<file path="config.mk">
export PLATFORM = sky130hd
export DESIGN_NAME = fetch
export DESIGN_NICKNAME = d
export VERILOG_FILES = /design/src/rtl/fetch.sv
export SDC_FILE = /design/constraint.sdc
export NUM_CORES = 1
export LEC_CHECK = 0
export ABC_AREA = 1
export ABC_CLOCK_PERIOD_IN_PS = 4700
export BUFFER_PORTS_ARGS = -buffer_cell sky130_fd_sc_hd__buf_2
export CORE_MARGIN = 4
export CORE_UTILIZATION = 50
export CTS_BUF_LIST = sky130_fd_sc_hd__clkbuf_16
export CTS_CLUSTER_SIZE = 12
export DETAILED_ROUTE_END_ITERATION = 8
export PLACE_DENSITY_LB_ADDON = 0.2
export SLEW_MARGIN = 40
export SYNTH_ARGS = -nofsm -noshare
export SYNTH_HDL_FRONTEND = slang
export SYNTH_SLANG_ARGS = --single-unit
</file>
<file path="constraint.sdc">
create_clock -name clk -period 4.7 [get_ports clk]
set_input_delay 0 -clock clk [delete_from_list [all_inputs] [get_ports clk]]
set_output_delay 0 -clock clk [all_outputs]
set_load 0.02 [all_outputs]
</file>
<file path="src/rtl/fetch.sv">
// Instruction fetch front end: PC, one-deep synchronous imem request tracking,
// and a small {pc, instr} queue presented to decode over valid/ready.
module fetch #(
  parameter logic [31:0] RESET_PC = 32'h0000_0000,
  parameter int          DEPTH    = 4
) (
  input  logic        clk,
  input  logic        reset,
  output logic        imem_req,
  output logic [31:0] imem_addr,
  input  logic [31:0] imem_rdata,
  input  logic        redirect_valid,
  input  logic [31:0] redirect_pc,
  output logic [31:0] instr,
  output logic [31:0] pc_out,
  output logic        valid_out,
  input  logic        ready_in
);

  localparam int PW = $clog2(DEPTH);
  localparam int CW = PW + 1;

  logic [31:0]   pc_q, pc_d;
  logic [PW-1:0] head_q, head_d;
  logic [PW-1:0] tail_q, tail_d;
  logic [CW-1:0] count_q, count_d;
  logic          inflight_q, inflight_d;
  logic [31:0]   inflight_pc_q, inflight_pc_d;
  logic [63:0]   mem_q [DEPTH];

  logic          deq;
  logic          enq;
  logic          issue;
  logic [CW:0]   occ;

  always_comb begin
    valid_out = (count_q != '0);
    deq       = valid_out & ready_in;
    enq       = inflight_q & ~redirect_valid;
    // Occupancy counts the outstanding response so the queue can never overflow.
    occ       = {1'b0, count_q} + {{CW{1'b0}}, inflight_q} - {{CW{1'b0}}, deq};
    issue     = ~redirect_valid & (occ < (CW+1)'(DEPTH));
    imem_req  = issue & reset;
    imem_addr = pc_q;
    instr     = valid_out ? mem_q[head_q][31:0]  : 32'h0;
    pc_out    = valid_out ? mem_q[head_q][63:32] : 32'h0;

    pc_d          = pc_q;
    head_d        = head_q;
    tail_d        = tail_q;
    count_d       = count_q;
    inflight_d    = issue;
    inflight_pc_d = inflight_pc_q;

    if (redirect_valid) begin
      pc_d       = redirect_pc & 32'hFFFF_FFFC;
      head_d     = '0;
      tail_d     = '0;
      count_d    = '0;
      inflight_d = 1'b0;
    end else begin
      if (issue) begin
        pc_d          = pc_q + 32'd4;
        inflight_pc_d = pc_q;
      end
      if (enq) tail_d = tail_q + PW'(1);
      if (deq) head_d = head_q + PW'(1);
      count_d = count_q + CW'(enq) - CW'(deq);
    end
  end

  always_ff @(posedge clk or negedge reset) begin
    if (!reset) begin
      pc_q          <= RESET_PC;
      head_q        <= '0;
      tail_q        <= '0;
      count_q       <= '0;
      inflight_q    <= 1'b0;
      inflight_pc_q <= 32'h0;
    end else begin
      pc_q          <= pc_d;
      head_q        <= head_d;
      tail_q        <= tail_d;
      count_q       <= count_d;
      inflight_q    <= inflight_d;
      inflight_pc_q <= inflight_pc_d;
    end
  end

  // Queue storage is data only; validity is tracked by count_q.
  always_ff @(posedge clk) begin
    if (enq) mem_q[tail_q] <= {inflight_pc_q, imem_rdata};
  end

endmodule

</file>
==> results.py, run 1 <==
metrics = {
    "layout": {
        "area_growth_pct": 19.9,
        "insertedDiodeCount": 0,
        "fin_nets": 1602,
        "drive_above_1_share": 0.159,
        "post-route-util": 0.608,
    },
    "clock_network": {
        "cts_max_path_buffers": 3,
        "clk_pin_slew_ps": 60,
        "htree_levels": 2,
        "root_buffer": "clkbuf_16",
        "clkSinkCount": 316,
        "cts_tree": "done",
        "cts_resized": 0,
        "cts_hold_buf": 66,
        "post-cts-setup-buffers": 0,
        "clock_latency_ps": 500,
        "cts_buffers": 34,
    },
    "sta": {
        "fin_skew_ps": 12.2,
        "final-hold-violation-count": 0,
        "finalSetupTns_ps": 0,
        "hold_ws_ps": 187,
        "slew_headroom": 0.475,
        "setup_viol": 0,
        "period_share": 0.736,
        "finalCriticalPeriod_ps": 3460,
        "tightest_slew_ps": 788,
        "postLayoutSetupSlackWorst_ps": 1240,
        "slew_violations": 0,
        "rsz0062_at_grt": "no",
        "maxClockFrequency_mhz": 289,
    },
    "worst_setup_path": {
        "endpoint_kind": "output port",
        "rrSetupSlack_ps": 1560,
        "max_stage_delay_ps": 510,
        "crit_top_cell": "nand2_1",
        "cp_slowest_cell": "nand3_2",
        "critPathLaunch": "count_q[1]$_DFF_PN0_",
        "r2r-start": "count_q[1]$_DFF_PN0_",
        "critPathMaxFanout": 32,
        "required_ps": 4700,
        "startpoint_type": "register",
        "path_cells": "nor2_1, nand2_2, nand2_4, inv_1, nand2_1, ha_1, nand4_1, nand2_1, nand2_1, nand2_1, inv_2, buf_4, nand3_2, nor2_1, buf_2",
        "critPathKind": "register to output port",
        "arrival_ps": 3460,
    },
    "placement": {
        "place_ws_ps": 1590,
        "io_buffers": 159,
        "hpwl_um": 18300,
        "gp_congestion": 0.919,
    },
    "die": {
        "row_count": 60,
        "die-area_sq_mm": 0.0300,
        "io_pins": 166,
        "coreArea_sq_mm": 0.0270,
        "die_width_um": 173,
        "die_h_um": 173,
        "initial_core_util": 0.507,
    },
    "synth": {
        "synth-main-ff-cell": "edfxtp_1",
        "ys_warn_count": 0,
        "synth_area_sq_mm": 0.0137,
        "ys_seq_elements": 316,
        "yosysUniqueCellTypes": 36,
        "synth_edf_count": 248,
        "syn_inst": 1324,
        "synthArstFlopShare": 0.215,
        "synth.avg_cell_area_sq_um": 10.3,
        "synth-seq-area-share": 0.670,
    },
    "status": {
        "status": "finished clean",
    },
    "worst_hold_path": {
        "hold_path.class": "input port to asynchronous set/reset pin",
    },
    "power": {
        "vdd_drop_max_mv": 0.350,
        "power_leakage_nw": 6.70,
        "p_total_mw": 9.40,
        "power_density_mw_per_mm2": 574,
    },
    "detailed_routing": {
        "vias_per_cell": 5.32,
        "wl_um": 32100,
        "detail_route.wl_per_cell_um": 17.0,
        "ant_nets": 0,
        "vias": 10000,
        "drtIter0Drc": 720,
        "drc": 0,
        "dr.pass1.iters": 5,
    },
    "global_route": {
        "first_global_vias": 9709,
        "grt_max_degree": 83,
        "grt_usage": 0.210,
        "grt-ovfl-total": 0,
        "grt_pass1_wl_um": 51300,
        "antenna_found_initial": 0,
    },
    "job": {
        "drv_cap": 0,
    },
}
## critical path: cells and delay by family, from the launching register on
| family | cells | cell delay (ps) |
|---|---|---|
| adder cells (fa/ha/maj) | 1 | 240 |
| AND/OR/NAND/NOR | 10 | 1490 |
| flip-flops | 1 | 440 |
| buffers and inverters | 4 | 790 |
## layout make-up
| type | count | area, sq um |
|---|---|---|
| multi-input combinational | 880 | 4000 |
| timing repair buffer | 244 | 1650 |
| tap | 341 | 427 |
| inverter | 49 | 186 |
| sequential | 316 | 9150 |
| fill | 2161 | 10600 |
| clock inverter | 20 | 88.8 |
| clock buffer | 35 | 876 |
## path summary, 6_finish.rpt
check | end | cells past startpoint
setup / recovery | imem_req | 15
hold / removal | imem_addr[17]$_DFFE_PN0P_ | 3
setup reg to reg | imem_addr[22]$_DFFE_PN0P_ | 15
hold reg to reg | mem_q[1][41]$_DFFE_PP_ | 0
max in group asynchronous | head_q[0]$_DFFE_PN0P_ | 3
min in group clk | mem_q[2][5]$_DFFE_PP_ | 2
## sequential cells by signal, summed over array words and instances (netlist names)
register       flops
inflight_q         1
inflight_pc_q     30
tail_q             2
count_q            3
mem_q            248
imem_addr         30
head_q             2
## layout by cell type, fill, tap and decap left out, types with 5 or more instances in the layout
| cell | n |
|---|---|
| xor2_1 | 7 |
| a21oi_1 | 67 |
| inv_1 | 54 |
| nor3_1 | 5 |
| dfrtp_1 | 66 |
| inv_2 | 5 |
| nand4_1 | 41 |
| ha_1 | 8 |
| nand3_1 | 50 |
| o21ai_0 | 144 |
| nand2_1 | 239 |
| edfxtp_1 | 248 |
| dlygate4sd3_1 | 65 |
| buf_2 | 160 |
| nor2_1 | 285 |
| clkbuf_16 | 35 |
| nor2_4 | 6 |
| buf_4 | 13 |
## power breakdown
group / leakage, nW / total, mW / switching [mW] / internal, mW
Clock: 0.517 / 2.33 / 0.992 / 1.34
Sequential: 3.12 / 3.94 / 0.472 / 3.46
Combinational: 3.06 / 3.13 / 2.20 / 0.936
Total: 6.70 / 9.40 / 3.66 / 5.74
## through the flow
stage / instances / area [sq um]
floorplan: 1327 / 13700
global placement: 1761 / 14700
detailed placement: 1762 / 14700
CTS: 1883 / 16300
global route: 1885 / 16400
finish: 1885 / 16400
## cell families after synthesis
group / after synthesis / synth area share
simple gates: 641 / 0.195
flops: 316 / 0.670
compound gates: 215 / 0.0793
buf+inv: 131 / 0.0404
xor+xnor: 11 / 0.00705
fa+ha+maj: 9 / 0.00879
other cells: 1 / 0.000274
## routing by layer
layer	GRT usage	vias up	wire length, um
li1	-	4919	-
met1	0.291	4722	14000
met2	0.355	353	15600
met3	0.0316	37	1980
met4	0.0429	0	440
met5	0	-	0
## cells in the mapped netlist, drive strengths merged (8+ instances only)
cell    count  area share
nor2      292       0.082
edfxtp    248        0.55
nand2     244       0.068
o21ai     145       0.053
dfrtp      68        0.12
a21oi      67       0.025
nand3      52       0.020
inv        49       0.013
clkbuf     48       0.013
nand4      42       0.020
buf        34       0.014
ha          8      0.0073
Note: power is estimated with default switching activity, not from simulation.
==> run 2, diff against run 1 <==
- ABC_CLOCK_PERIOD_IN_PS: 4700 -> 3300
- clock period: 4.7 -> 3.3 ns (I/O delays scaled with it)
==> results.py, run 2 (synthesized netlist as in run 1, its figures left out) <==
metrics = {
    "worst_setup_path": {
        "required_ps": 3300,
        "critPathKind": "register to output port",
        "endpoint_kind": "output port",
        "cp_slowest_cell": "dfrtp_1",
        "rrSetupSlack_ps": 770,
        "r2r-start": "count_q[0]$_DFF_PN0_",
        "startpoint_type": "register",
        "max_stage_delay_ps": 420,
        "arrival_ps": 2880,
        "crit_top_cell": "nand2_1",
        "ff2ff_path_depth": 15,
        "critPathMaxFanout": 19,
        "r2r-end": "imem_addr[21]$_DFFE_PN0P_",
        "path_cells": "nor2_1, nand2_2, nand2_4, inv_1, nand2_1, ha_1, nand4_1, nand2_1, nand2_1, nand2_1, inv_2, nand3_4, nor2_1, buf_2",
    },
    "die": {
        "die_h_um": 173,
        "io_pins": 166,
        "die-area_sq_mm": 0.0300,
        "initial_core_util": 0.507,
        "die_width_um": 173,
        "coreArea_sq_mm": 0.0270,
        "row_count": 60,
    },
    "sta": {
        "slew_violations": 0,
        "finalCriticalPeriod_ps": 2880,
        "tightest_slew_ps": 843,
        "setup_viol": 0,
        "maxClockFrequency_mhz": 348,
        "final-hold-violation-count": 0,
        "rsz0062_at_grt": "no",
        "period_share": 0.871,
        "finalSetupTns_ps": 0,
        "postLayoutSetupSlackWorst_ps": 424,
        "slew_headroom": 0.438,
        "fin_skew_ps": 12.8,
    },
    "power": {
        "vdd_drop_max_mv": 0.415,
        "power_density_mw_per_mm2": 803,
        "power_leakage_nw": 6.70,
    },
    "placement": {
        "io_buffers": 159,
        "gp_congestion": 0.865,
        "hpwl_um": 18900,
        "placed_cell_area_sq_mm": 0.0148,
        "place_ws_ps": 678,
        "dp.cells": 1769,
    },
    "layout": {
        "regMostFlops": "mem_q",
        "instances_no_fill": 1892,
        "drive_above_1_share": 0.156,
        "area_growth_pct": 19.4,
        "insertedDiodeCount": 0,
        "post-route-util": 0.605,
        "final_common_cell": "nor2_1",
        "final_cell_mix": "nor2_1, edfxtp_1, nand2_1",
        "fin_nets": 1604,
        "largest_reg_flops": 248,
        "final_area_sq_mm": 0.0163,
    },
    "global_route": {
        "antenna_found_initial": 0,
        "grt_usage": 0.201,
        "grt_pass1_wl_um": 49900,
        "first_global_vias": 9577,
        "grt_max_degree": 64,
        "grt-ovfl-total": 0,
    },
    "clock_network": {
        "cts_tree": "done",
        "clk_pin_slew_ps": 60,
        "cts_max_path_buffers": 3,
        "root_buffer": "clkbuf_16",
        "cts_buffers": 31,
        "clkSinkCount": 316,
        "htree_levels": 1,
        "post-cts-setup-buffers": 0,
        "clock_latency_ps": 540,
    },
    "detailed_routing": {
        "drtIter0Drc": 623,
        "vias_per_cell": 5.29,
        "drc": 0,
        "ant_nets": 0,
        "vias": 10000,
        "dr.pass1.iters": 5,
        "wl_um": 31200,
        "detail_route.wl_per_cell_um": 16.5,
    },
    "job": {
        "drv_cap": 0,
    },
    "worst_hold_path": {
        "hold_path.class": "input port to asynchronous set/reset pin",
    },
    "status": {
        "status": "finished clean",
    },
}
run 2: cell count changes in the layout (fill, tap and decap cells not counted), sizes merged:
| cell | previous run | this run |
|---|---|---|
| inv | 62 | 71 |
| buf | 179 | 183 |
| clkbuf | 35 | 31 |
| clkinv | 7 | 4 |
| dlygate4sd3 | 65 | 66 |
run 2: final cells by class:
class / instances / area (sq um)
clock inverters: 26 / 100
inverters: 49 / 186
clock buffers: 31 / 776
well taps: 341 / 427
flip-flops and latches: 316 / 9150
repair buffers: 249 / 1660
multi-input cells: 880 / 4010
fillers: 2224 / 10600
run 2: what timing repair did:
item	4_1_cts	5_1_grt
endpoints found under the setup margin	0	1
endpoints found under the hold margin	230	0
gates resized for setup	0	1
hold buffers	66	0
run 2: worst max path at each step:
stage	start	endpoint	slack (ps)
after floorplan	inflight_q$_DFF_PN0_	mem_q[0][0]$_DFFE_PP_	-480
after global placement	count_q[1]$_DFF_PN0_	inflight_pc_q[2]$_DFFE_PN0P_	750
after detailed placement	count_q[1]$_DFF_PN0_	inflight_pc_q[2]$_DFFE_PN0P_	680
after CTS	count_q[1]$_DFF_PN0_	imem_req	220
after global routing	count_q[1]$_DFF_PN0_	imem_req	130
final	count_q[0]$_DFF_PN0_	imem_req	420
run 2: routing by layer:
metal | vias up | track usage | wire [um] | share of wire
li1 | 4929 | - | - | -
met1 | 4735 | 0.285 | 14300 | 0.46
met2 | 295 | 0.337 | 14800 | 0.47
met3 | 42 | 0.0244 | 1560 | 0.050
met4 | 0 | 0.0476 | 571 | 0.018
met5 | - | 0 | 0 | 0
run 2: stage by stage:
stage	hold slack, ps	power, mW
floorplan	-296	8.58
global placement	-76.6	10.0
detailed placement	-69.5	10.1
CTS	113	13.2
global route	145	13.9
finish	101	13.1
run 2: critical path, delay by kind of cell, from the launching register on:
kind,cells,cell delay [ps]
flip-flops,1,420
buffers and inverters,3,510
adder cells (fa/ha/maj),1,230
AND/OR/NAND/NOR,10,1180
run 2: report_power, final:
part | internal (mW) | switching [mW]
registers | 4.93 | 0.677
logic | 1.36 | 3.11
clock network | 1.68 | 1.35
total | 7.97 | 5.13
==> run 3, diff against run 2 <==
- ABC_CLOCK_PERIOD_IN_PS: 3300 -> 3480
- clock period: 3.3 -> 3.48 ns (I/O delays scaled with it)
==> results.py, run 3 (synthesized netlist as in run 1, its figures left out) <==
metrics = {
    "worst_setup_path": {
        "arrival_ps": 3060,
        "max_stage_delay_ps": 440,
        "startpoint_type": "register",
        "endpoint_kind": "output port",
        "required_ps": 3480,
        "critPathMaxFanout": 32,
        "crit_family": "simple AND/OR/NAND/NOR gates",
        "rrSetupSlack_ps": 890,
        "critPathKind": "register to output port",
        "crit_top_cell": "nand2_1",
        "path_cells": "nor2_1, nand2_2, nand2_4, inv_1, nand2_1, ha_1, nand2_1, inv_1, nand4_1, nand2_1, nand2_1, nand2_2, nand3_4, nor2_1, buf_2",
        "ff2ff_path_depth": 16,
        "crit_buf_inv": 3,
        "r2r-start": "count_q[1]$_DFF_PN0_",
        "r2r-end": "imem_addr[24]$_DFFE_PN0P_",
        "cp_slowest_cell": "dfrtp_1",
    },
    "layout": {
        "drive_above_1_share": 0.155,
        "fill_cells": 2212,
        "insertedDiodeCount": 0,
        "largest_reg_flops": 248,
        "regMostFlops": "mem_q",
        "final_common_cell": "nor2_1",
        "instances_no_fill": 1887,
        "fin_nets": 1599,
        "post-route-util": 0.606,
        "final_cell_mix": "nor2_1, edfxtp_1, nand2_1",
        "area_growth_pct": 19.5,
    },
    "sta": {
        "period_share": 0.880,
        "maxClockFrequency_mhz": 326,
        "rsz0062_at_grt": "no",
        "setup_viol": 0,
        "fin_skew_ps": 9.95,
        "tightest_slew_ps": 645,
        "final-hold-violation-count": 0,
        "slew_violations": 0,
        "finalCriticalPeriod_ps": 3060,
        "slew_headroom": 0.570,
    },
    "placement": {
        "io_buffers": 159,
        "gp_congestion": 0.869,
        "dp.cells": 1764,
        "hpwl_um": 18400,
    },
    "power": {
        "switching_share": 0.391,
        "vdd_drop_max_mv": 0.485,
        "power_density_mw_per_mm2": 760,
        "seqPwrFrac": 0.429,
        "power_leakage_nw": 6.70,
        "power_frac_comb": 0.340,
        "clockPowerShare": 0.231,
        "p_sw_mw": 4.85,
        "internal_power_mw": 7.56,
    },
    "clock_network": {
        "root_buffer": "clkbuf_16",
        "cts_buffers": 31,
        "clkSinkCount": 316,
        "clk_pin_slew_ps": 60,
        "cts_max_path_buffers": 3,
        "cts_tree": "done",
        "clock_latency_ps": 540,
        "htree_levels": 1,
    },
    "global_route": {
        "grt_max_degree": 83,
        "first_global_vias": 9497,
        "grt_pass1_wl_um": 49800,
        "grt-ovfl-total": 0,
        "grt_usage": 0.200,
        "antenna_found_initial": 0,
    },
    "detailed_routing": {
        "vias_per_cell": 5.27,
        "drc": 0,
        "wl_um": 30900,
        "ant_nets": 0,
        "dr.pass1.iters": 5,
        "drtIter0Drc": 679,
        "detail_route.wl_per_cell_um": 16.4,
        "vias": 9946,
    },
    "die": {
        "initial_core_util": 0.507,
        "die_width_um": 173,
        "row_count": 60,
        "io_pins": 166,
        "coreArea_sq_mm": 0.0270,
        "die-area_sq_mm": 0.0300,
        "die_h_um": 173,
    },
    "worst_hold_path": {
        "hold_path.class": "input port to asynchronous set/reset pin",
    },
    "job": {
        "drv_cap": 0,
    },
    "status": {
        "status": "finished clean",
    },
}
run 3: worst max path at each step:
stage	cells after the start	start	to
global route	15	count_q[1]$_DFF_PN0_	imem_req
detailed placement	15	count_q[1]$_DFF_PN0_	imem_req
finish	15	count_q[1]$_DFF_PN0_	imem_req
global placement	15	count_q[1]$_DFF_PN0_	imem_req
CTS	15	count_q[1]$_DFF_PN0_	imem_req
floorplan	4	inflight_q$_DFF_PN0_	mem_q[0][0]$_DFFE_PP_
run 3: cell type report:
type                       instances  area, sq um  share of cell area
clock inverter                    26         97.6             0.00598
inverter                          49          184              0.0113
tap                              341          427              0.0261
clock buffer                      31          776              0.0475
multi-input combinational        880         4010               0.246
timing repair buffer             244         1680               0.103
sequential                       316         9150               0.561
run 3: layer usage:
layer / routed length, um / track usage / vias to the layer above
li1: - / - / 4914
met1: 13800 / 0.282 / 4676
met2: 14800 / 0.334 / 314
met3: 1720 / 0.0279 / 42
met4: 575 / 0.0466 / 0
met5: 0 / 0 / -
run 3: worst min-delay path, stage by stage:
cell and delay [ps]:
dlygate4sd3_1 520, buf_2 190, buf_4 310
run 3: power by group through the flow:
stage / sequential (mW) / clock, mW / combinational (mW)
after global placement: 5.37 / 0 / 4.10
after floorplan: 5.30 / 0 / 2.83
after CTS: 5.31 / 2.93 / 4.25
after detailed placement: 5.38 / 0 / 4.17
after global routing: 5.40 / 3.09 / 4.70
final: 5.33 / 2.87 / 4.21
run 3: metrics by stage:
step	hold WS (ps)	power, mW	setup TNS (ps)	instance area, sq um	setup WS, ps
after floorplan	-296	8.14	-75070	13700	-303
final	95.3	12.4	0	16300	416
after global routing	114	13.2	0	16300	102
after global placement	-12.5	9.47	0	14800	703
after detailed placement	-5.03	9.56	0	14800	673
after CTS	101	12.5	0	16300	65.2
run 3: what timing repair did:
action	4_1_cts	5_1_grt
setup endpoints to repair	0	1
hold buffers	66	0
endpoints found under the hold margin	230	0
resized for setup	0	1
buffers inserted	0	0
